===== src/rtl/alu_pipe.sv =====
// Handshaked ALU with 16-op decode and {N,Z,C,V} flags.
// MUL/DIVU/REMU iterate one bit per cycle; one operation is in flight at a time.
module alu_pipe #(
  parameter int unsigned WIDTH = 64
) (
  input  logic             clk,
  input  logic             rst,
  input  logic [WIDTH-1:0] a,
  input  logic [WIDTH-1:0] b,
  input  logic [3:0]       op,
  input  logic             in_valid,
  output logic             in_ready,
  output logic [WIDTH-1:0] result,
  output logic [3:0]       flags,
  output logic             out_valid,
  input  logic             out_ready
);
  localparam int unsigned SHW = $clog2(WIDTH);

  localparam logic [3:0] OP_ADD  = 4'h0;
  localparam logic [3:0] OP_SUB  = 4'h1;
  localparam logic [3:0] OP_MUL  = 4'hB;
  localparam logic [3:0] OP_DIVU = 4'hC;
  localparam logic [3:0] OP_REMU = 4'hD;
  localparam logic [3:0] OP_RSVD = 4'hF;

  typedef enum logic {IDLE, BUSY} state_e;

  state_e           state, state_nxt;
  logic [SHW-1:0]   cnt;
  logic [3:0]       op_q;
  logic [WIDTH-1:0] acc, x, y;
  logic             accept, iter_op, last;
  logic [WIDTH:0]   sum, diff, rem_sh;
  logic [WIDTH-1:0] s_res;
  logic [3:0]       s_flags;
  logic             s_c, s_v;
  logic [WIDTH-1:0] i_acc, i_x, i_y, i_res;

  assign in_ready = !rst && (state == IDLE) && (!out_valid || out_ready);
  assign accept   = in_valid && in_ready;
  assign iter_op  = (op == OP_MUL) || (op == OP_DIVU) || (op == OP_REMU);
  assign last     = (state == BUSY) && (cnt == SHW'(WIDTH - 1));

  // Single-cycle ops, evaluated straight from the input operands
  always_comb begin
    sum   = {1'b0, a} + {1'b0, b};
    diff  = {1'b0, a} - {1'b0, b};
    s_res = '0;
    s_c   = 1'b0;
    s_v   = 1'b0;
    case (op)
      OP_ADD: begin
        s_res = sum[WIDTH-1:0];
        s_c   = sum[WIDTH];
        s_v   = (a[WIDTH-1] == b[WIDTH-1]) && (s_res[WIDTH-1] != a[WIDTH-1]);
      end
      OP_SUB: begin
        s_res = diff[WIDTH-1:0];
        s_c   = !diff[WIDTH];
        s_v   = (a[WIDTH-1] != b[WIDTH-1]) && (s_res[WIDTH-1] != a[WIDTH-1]);
      end
      4'h2:    s_res = a & b;
      4'h3:    s_res = a | b;
      4'h4:    s_res = a ^ b;
      4'h5:    s_res = ~(a | b);
      4'h6:    s_res = a << b[SHW-1:0];
      4'h7:    s_res = a >> b[SHW-1:0];
      4'h8:    s_res = $signed(a) >>> b[SHW-1:0];
      4'h9:    s_res = {{(WIDTH-1){1'b0}}, ($signed(a) < $signed(b))};
      4'hA:    s_res = {{(WIDTH-1){1'b0}}, (a < b)};
      4'hE:    s_res = b;
      default: s_res = '0;
    endcase
    s_flags = (op == OP_RSVD) ? 4'b0000 : {s_res[WIDTH-1], (s_res == '0), s_c, s_v};
  end

  // One shift-add or restoring-divide step on the held operands
  always_comb begin
    i_acc  = acc;
    i_x    = x;
    i_y    = y;
    rem_sh = {acc, x[WIDTH-1]};
    if (op_q == OP_MUL) begin
      if (y[0]) i_acc = acc + x;
      i_x = {x[WIDTH-2:0], 1'b0};
      i_y = {1'b0, y[WIDTH-1:1]};
    end else begin
      i_x   = {x[WIDTH-2:0], 1'b0};
      i_acc = rem_sh[WIDTH-1:0];
      if (rem_sh >= {1'b0, y}) begin
        i_acc  = WIDTH'(rem_sh - {1'b0, y});
        i_x[0] = 1'b1;
      end
    end
    i_res = (op_q == OP_DIVU) ? i_x : i_acc;
  end

  always_comb begin
    state_nxt = state;
    case (state)
      IDLE:    if (accept && iter_op) state_nxt = BUSY;
      BUSY:    if (last) state_nxt = IDLE;
      default: state_nxt = IDLE;
    endcase
  end

  always_ff @(posedge clk) begin
    if (rst) state <= IDLE;
    else     state <= state_nxt;
  end

  // The last iteration and the output load share one edge
  always_ff @(posedge clk) begin
    if (rst) begin
      cnt       <= '0;
      op_q      <= '0;
      acc       <= '0;
      x         <= '0;
      y         <= '0;
      result    <= '0;
      flags     <= '0;
      out_valid <= 1'b0;
    end else begin
      if (accept && iter_op) begin
        op_q <= op;
        acc  <= '0;
        x    <= a;
        y    <= b;
        cnt  <= '0;
      end else if (state == BUSY) begin
        acc <= i_acc;
        x   <= i_x;
        y   <= i_y;
        cnt <= cnt + 1'b1;
      end

      if (accept && !iter_op) begin
        result    <= s_res;
        flags     <= s_flags;
        out_valid <= 1'b1;
      end else if (last) begin
        result    <= i_res;
        flags     <= {i_res[WIDTH-1], (i_res == '0), 2'b00};
        out_valid <= 1'b1;
      end else if (out_ready) begin
        out_valid <= 1'b0;
      end
    end
  end
endmodule


===== config.mk =====
export PLATFORM = sky130hd
export DESIGN_NAME = alu_pipe
export DESIGN_NICKNAME = d
export VERILOG_FILES = /design/src/rtl/alu_pipe.sv
export SDC_FILE = /design/constraint.sdc
export NUM_CORES = 2
export LEC_CHECK = 0
export ABC_AREA = 1
export CAP_MARGIN = 15
export CORE_MARGIN = 4
export CORE_UTILIZATION = 32
export DETAILED_ROUTE_END_ITERATION = 7
export SYNTH_ARGS = -nofsm -noshare
export SYNTH_HDL_FRONTEND = slang
export SYNTH_SLANG_ARGS = --single-unit

===== constraint.sdc =====
create_clock -name clk -period 4.7 [get_ports clk]
set_clock_uncertainty 0.05 [all_clocks]
set_input_delay 0.94 -clock clk [delete_from_list [all_inputs] [get_ports clk]]
set_output_delay 0.94 -clock clk [all_outputs]
set_load 0.02 [all_outputs]

## Word-level counts from Yosys, hierarchy flattened

Index checks and enable logic that the tools add are counted.

| storage, ports and cells | value |
|---|---|
| word-level logic and storage cells | 96 |
| register bits after elaboration | 272 |
| output and inout bits | 70 |

| operators by class | value |
|---|---|
| shifts and indexed selects | 3 |
| $add $sub $neg | 5 |
| magnitude comparators | 3 |
| bitwise gates (word level) | 5 |
| reductions and logical operators | 24 |
| equality and inequality tests | 22 |
| muxes and demuxes | 25 |

Operator list:

| kind | number |
|---|---|
| $pmux 64 s12 | 1 |
| $mux 64 | 11 |
| $logic_not 64->1 | 2 |
| $lt 64x64->1 | 2 |
| $add 64x64->65 | 1 |
| $ge 65x64->1 | 1 |
| $sub 64x64->65 | 1 |
| $add 64x64->64 | 1 |
| $and 64x64->64 | 1 |
| $not 64->64 | 1 |
| $or 64x64->64 | 1 |
| $shl 64x6->64 | 1 |
| $shr 64x6->64 | 1 |
| $sshr 64x6->64 | 1 |
| $sub 64x64->64 | 1 |
| $xor 64x64->64 | 1 |
| $eq 4x4->1 const B | 10 |
| $eq 4x3->1 const B | 4 |
| $mux 4 | 3 |
| $eq 4x2->1 const B | 2 |
| $logic_and 1x1->1 | 8 |
| $mux 1 | 7 |
| $add 6x1->6 const B | 1 |
| $eq 6x6->1 const B | 1 |
| 12 further kinds | 23 |

## Depth between registers and ports, before layout

| logic depth | value |
|---|---|
| depth after elaboration | 7 |
| gate-level depth with buffers | 30 |
| gate-level depth less buffers | 29 |

## Least setup slack after synthesis

OpenSTA, ideal clock, no wires.

| timing path | value |
|---|---|
| path type | input to register |
| start | input port b[2] |
| end | register flags[2] |
| setup slack | 0.762 ns |
| data arrival time | 3.832 ns |
| required time | 4.594 ns |
| stages on the path | 30 |
| library setup time | 0.056 ns |
| cell sequence | clkinv_1 clkbuf_1 buf_1 ha_1 buf_4 nor2_1 nand2_1 nand2_1 nand2_1 nand2_1 nand2_1 nand2_1 nand2_1 nand2_1 nand2_1 nand2_1 nand2_1 nand2_1 nor2_1 nor2_1 nand2_1 nor2_1 nand2_1 nor2_1 nand2_1 nor2_1 nand4_1 nand3_1 nand2_1 inv_1 |

| on the way | value |
|---|---|
| cells in the longest elaborated chain, start to end | 6 |

Ends and longest elaborated chain:

| what | line | source |
|---|---|---|
| start: declaration | 9 | `input logic [WIDTH-1:0] b,` |
| branches (longest 2 deep; another with $sub 64x64->65) | -- |  |
| $pmux 64 s12 (*) | 52 | `case (op)` |
| $logic_not 64->1 (*) | 75 | `s_flags = (op == OP_RSVD) ? 4'b0000 : {s_res[WIDTH-1], (s_res == '0), s_c, s_v};` |
| $mux 4 (*) | 75 |  |
| $mux 4 (*) | 138 | `if (accept && !iter_op) begin` |
| end signal: assignment | 140 | `flags <= s_flags;` |
| end signal: assignment | 144 | `flags <= {i_res[WIDTH-1], (i_res == '0), 2'b00};` |
| end: declaration | 14 | `output logic [3:0] flags,` |

Every way passes the cells marked *.
A chain may end at the register's enable or synchronous reset.

## Final worst setup path

| timing path | value |
|---|---|
| start | input port op[0] |
| end | register flags[2] |

| on the way | value |
|---|---|
| cells in the longest elaborated chain, start to end | 6 |

Ends and longest elaborated chain:

| what | line | source |
|---|---|---|
| start: declaration | 10 | `input logic [3:0] op,` |
| branches (longest 6 deep; another with $pmux 64 s12) | -- |  |

Several ways; the timed one is not identified.

==> out/qor.yml <==
critical_path:
  critPathSlowestCell: "sky130_fd_sc_hd__nor2_1"
  critPathLaunchType: "input port"
  worstPathMaxFanout: 11
  reg2reg_to: "flags[2]$_SDFFE_PP0P_"
  rr_worst_depth: 25
  worst_ep_required_time_ns: 5.18
  arrival_ns: 5.18
  endpoint_kind: "register"
  timing.setup.critical_path_class: "input port to register"
  max_stage_delay_ns: 0.62
  critical-path-top-delay-family: "simple AND/OR/NAND/NOR gates"
  setup.reg_to_reg.worst_slack_ns: 0.04
  cp_cell_sequence: "clkdlybuf4s50_1, buf_4, inv_1, nand2_1, inv_1, nand2_2, buf_12, buf_4, o21ai_0, nor3_1, buf_4, nand2_1, nor2_1, nand3_1, nor2_1, nand2_1, nor2_1, nand2_1, nor2_1, nand4_1, nand3_1, nand2_1, inv_1"
  crit_top_cell: "sky130_fd_sc_hd__nand2_1"
  cp.buffers_inverters: 8
  r2r-start: "x[0]$_SDFFE_PP0P_"
floorplanning:
  fp.dieArea_um2: 159000
  die_w_um: 399
  floorplan.core_area_um2: 152000
  io_pins: 206
  floorplan.rows: 143
  floorplan.initialDensity: 0.322
  die_height_um: 399
synthesis:
  synth_seq_area_share: 0.111
  async_reset_ff_frac: 0
  post_synth.cell_area_avg_um2: 5.11
  yosys_warnings: 0
  synthesis.nets: 10027
  post_synth_instance_area_um2: 48800
  distinct_cell_type_count_of_the_synthesized_netlist: 57
  synth_top_cells_by_area: "sky130_fd_sc_hd__nand2_1, sky130_fd_sc_hd__nand3_1, sky130_fd_sc_hd__dfxtp_1"
  synth_top_area_cell: "sky130_fd_sc_hd__nand2_1"
  postSynthCellCount: 9554
  postSynthRegisterBits: 272
  synth_edf_count: 0
  yosys_most_used_dff: "sky130_fd_sc_hd__dfxtp_1"
  yosys.area.top_type_share: 0.251
min_path:
  min_from: "y[63]$_SDFFE_PP0P_"
  hold_path_end: "y[63]$_SDFFE_PP0P_"
  worst_hold_path_type: "register to register"
  min_delay_path_depth: 2
routing:
  drtPass1Iterations: 8
  num_vias: 76292
  drc: 6
  drt-wirelength-per-cell_um: 29.5
  totalWireLength_um: 395000
  first_iter_violations: 11793
  ant_nets: 0
  routed_via_density: 5.70
power:
  totalPowerFinal_w: 0.0166
  p_clk_frac: 0.169
  p_seq_frac: 0.149
  p_sw_w: 0.00865
  cellPowerDensity_nw_per_um2: 241
  ir_drop_uv: 222
  power.internal_w: 0.00792
  p_leak_nw: 35.9
  combinational_cell_fraction_of_total_power: 0.682
  sw_frac_of_total: 0.522
run:
  max-cap-violations: 0
placement:
  place_ws_ns: -0.998
  gp_congestion: 1.24
  cell_count_after_placement: 13320
  dp_hpwl_um: 335000
  buffer_ports.inserted: 205
clock_network:
  h-tree-depth: 2
  cts-buffers-inserted: 35
  cts_tree: "done"
  hold_buffers: 0
  clock_latency_on_the_worst_skew_pair_ns: 0.61
  cts_num_sinks: 272
  clk_pin_slew_ns: 0.06
  clock_tree.root_cell: "sky130_fd_sc_hd__clkbuf_16"
  cts.path.max_buffers: 3
layout:
  post_layout_nonfiller_instances: 13388
  final.fill_count: 16769
  post_route_cells_drive_above_1_share: 0.193
  finish.net_count: 11802
  layout_common_cells: "sky130_fd_sc_hd__nand2_1, sky130_fd_sc_hd__buf_4, sky130_fd_sc_hd__nand3_1"
  mostFrequentLayoutCell: "sky130_fd_sc_hd__nand2_1"
  utilization: 0.453
  layout-area-overhead-vs-synth_pct: 40.9
grt:
  globalRoute.totalOverflow: 0
  largest_net_degree_at_the_start_of_global_routing: 109
  grt_antenna_before_repair: 17
  grt_pass1_wl_um: 535000
  globalRouteTotalUtil: 0.475
  number_of_global_route_vias_before_repair: 71617
timing:
  setup_viol: 0
  setup_repair_after_global_routing_missed_its_margin: "no"
  worst-slew-pin-transition_ns: 1.07
  fin_ws_ns: 0.00644
  fin_crit_ns: 4.69
  final-hold-violation-count: 0
  slew-limit-headroom: 0.287
  post-route-period-util: 0.999
  timing_max_transition_violations_final: 0
  max_freq_mhz: 213
  setup_total_negative_slack_ns: 0
outcome:
  status: "complete, but fails checks"
  violated_checks: "design-rule violations"
==> Yosys cell counts, drive strengths merged (39+ instances only) <==
cell / number
a21oi: 552
a31oi: 123
and2: 42
buf: 157
clkbuf: 256
dfxtp: 272
ha: 333
inv: 1330
nand2: 3276
nand3: 1352
nand4: 83
nor2: 830
nor3: 87
o211ai: 99
o21ai: 389
o21bai: 47
o22ai: 50
or2: 39
==> power groups by stage <==
| stage | Combinational (W) | Sequential, W | Clock (W) |
|---|---|---|---|
| after global routing | 0.0117 | 0.00247 | 0.00287 |
| after global placement | 0.0107 | 0.00251 | 0 |
| after CTS | 0.0108 | 0.00246 | 0.00280 |
| final | 0.0113 | 0.00247 | 0.00280 |
| after detailed placement | 0.0107 | 0.00251 | 0 |
| after floorplan | 0.00466 | 0.00250 | 0 |
==> stage by stage <==
step / hold slack, ns / area [um2]
finish: 0.416 / 68800
CTS: 0.414 / 68600
detailed placement: 0.406 / 67500
floorplan: 0.391 / 48800
global route: 0.437 / 68800
global placement: 0.404 / 67500
==> metal layers <==
layer	routed length (um)	track usage
met2	164000	0.725
met3	43900	0.112
met1	142000	0.554
met4	44500	0.421
met5	149	0
==> cells by family after synthesis <==
kind of cell / share of synthesized area
compound gates: 0.162
fa+ha+maj: 0.0869
buf+inv: 0.138
xor+xnor: 0.00807
flops: 0.111
mux: 0.000205
simple gates: 0.493
==> state kept, by name, summed over array words and instances, names as in the netlist <==
register,cells
acc,64
result,64
cnt,6
out_valid,1
x,64
y,64
flags,4
state,1
op_q,4
==> how the worst max path moves through the flow <==
stage | start | to | slack, ns | depth (start not counted)
global placement | b[16] | flags[2]$_SDFFE_PP0P_ | -1.09 | 25
CTS | op[0] | flags[2]$_SDFFE_PP0P_ | 0.02 | 25
floorplan | b[2] | flags[2]$_SDFFE_PP0P_ | 0.76 | 30
detailed placement | b[16] | flags[2]$_SDFFE_PP0P_ | -1.0 | 25
finish | op[0] | flags[2]$_SDFFE_PP0P_ | 0.006 | 23
global route | a[2] | flags[2]$_SDFFE_PP0P_ | 0.002 | 24
==> area by class of cell <==
cell class / instances / area [um2] / area share
flip-flops and latches: 272 / 5450 / 0.0792
inverters: 1341 / 5040 / 0.0733
repair buffers: 2151 / 17700 / 0.257
clock buffers: 42 / 943 / 0.0137
well taps: 2030 / 2540 / 0.0369
clock inverters: 18 / 154 / 0.00224
diodes: 6 / 15.0 / 0.000218
multi-input cells: 7528 / 37000 / 0.537
==> repair_timing <==
| action | in CTS | in global routing |
|---|---|---|
| endpoints found under the setup margin | 1 | 1 |
| gates cloned | 0 | 0 |
| resized for setup | 15 | 53 |
| setup buffers | 0 | 2 |
| pin swaps | 0 | 3 |
==> worst reg2reg max path: stages, from the launching register on <==
cell and delay, ns:
sky130_fd_sc_hd__dfxtp_1 0.39, sky130_fd_sc_hd__ha_1 0.23, sky130_fd_sc_hd__inv_1 0.07, sky130_fd_sc_hd__fa_1 0.42, sky130_fd_sc_hd__nand3b_1 0.20, sky130_fd_sc_hd__nand2_1 0.19
sky130_fd_sc_hd__nand2_1 0.07, sky130_fd_sc_hd__nand2_1 0.18, sky130_fd_sc_hd__nand2_1 0.07, sky130_fd_sc_hd__nand2_1 0.25, sky130_fd_sc_hd__nand2_1 0.14, sky130_fd_sc_hd__nand3_1 0.26
sky130_fd_sc_hd__nand2_1 0.35, sky130_fd_sc_hd__nand3_1 0.20, sky130_fd_sc_hd__nand3_1 0.13, sky130_fd_sc_hd__nand2_1 0.14, sky130_fd_sc_hd__nand3_1 0.09, sky130_fd_sc_hd__nand2_1 0.23
sky130_fd_sc_hd__nand2_1 0.09, sky130_fd_sc_hd__nor2_1 0.11, sky130_fd_sc_hd__nand3_1 0.17, sky130_fd_sc_hd__nor2_1 0.14, sky130_fd_sc_hd__nand2_1 0.20, sky130_fd_sc_hd__nand3_1 0.12
sky130_fd_sc_hd__nand2_1 0.06, sky130_fd_sc_hd__inv_1 0.05
No activity file was read; power rests on OpenSTA's default activity.
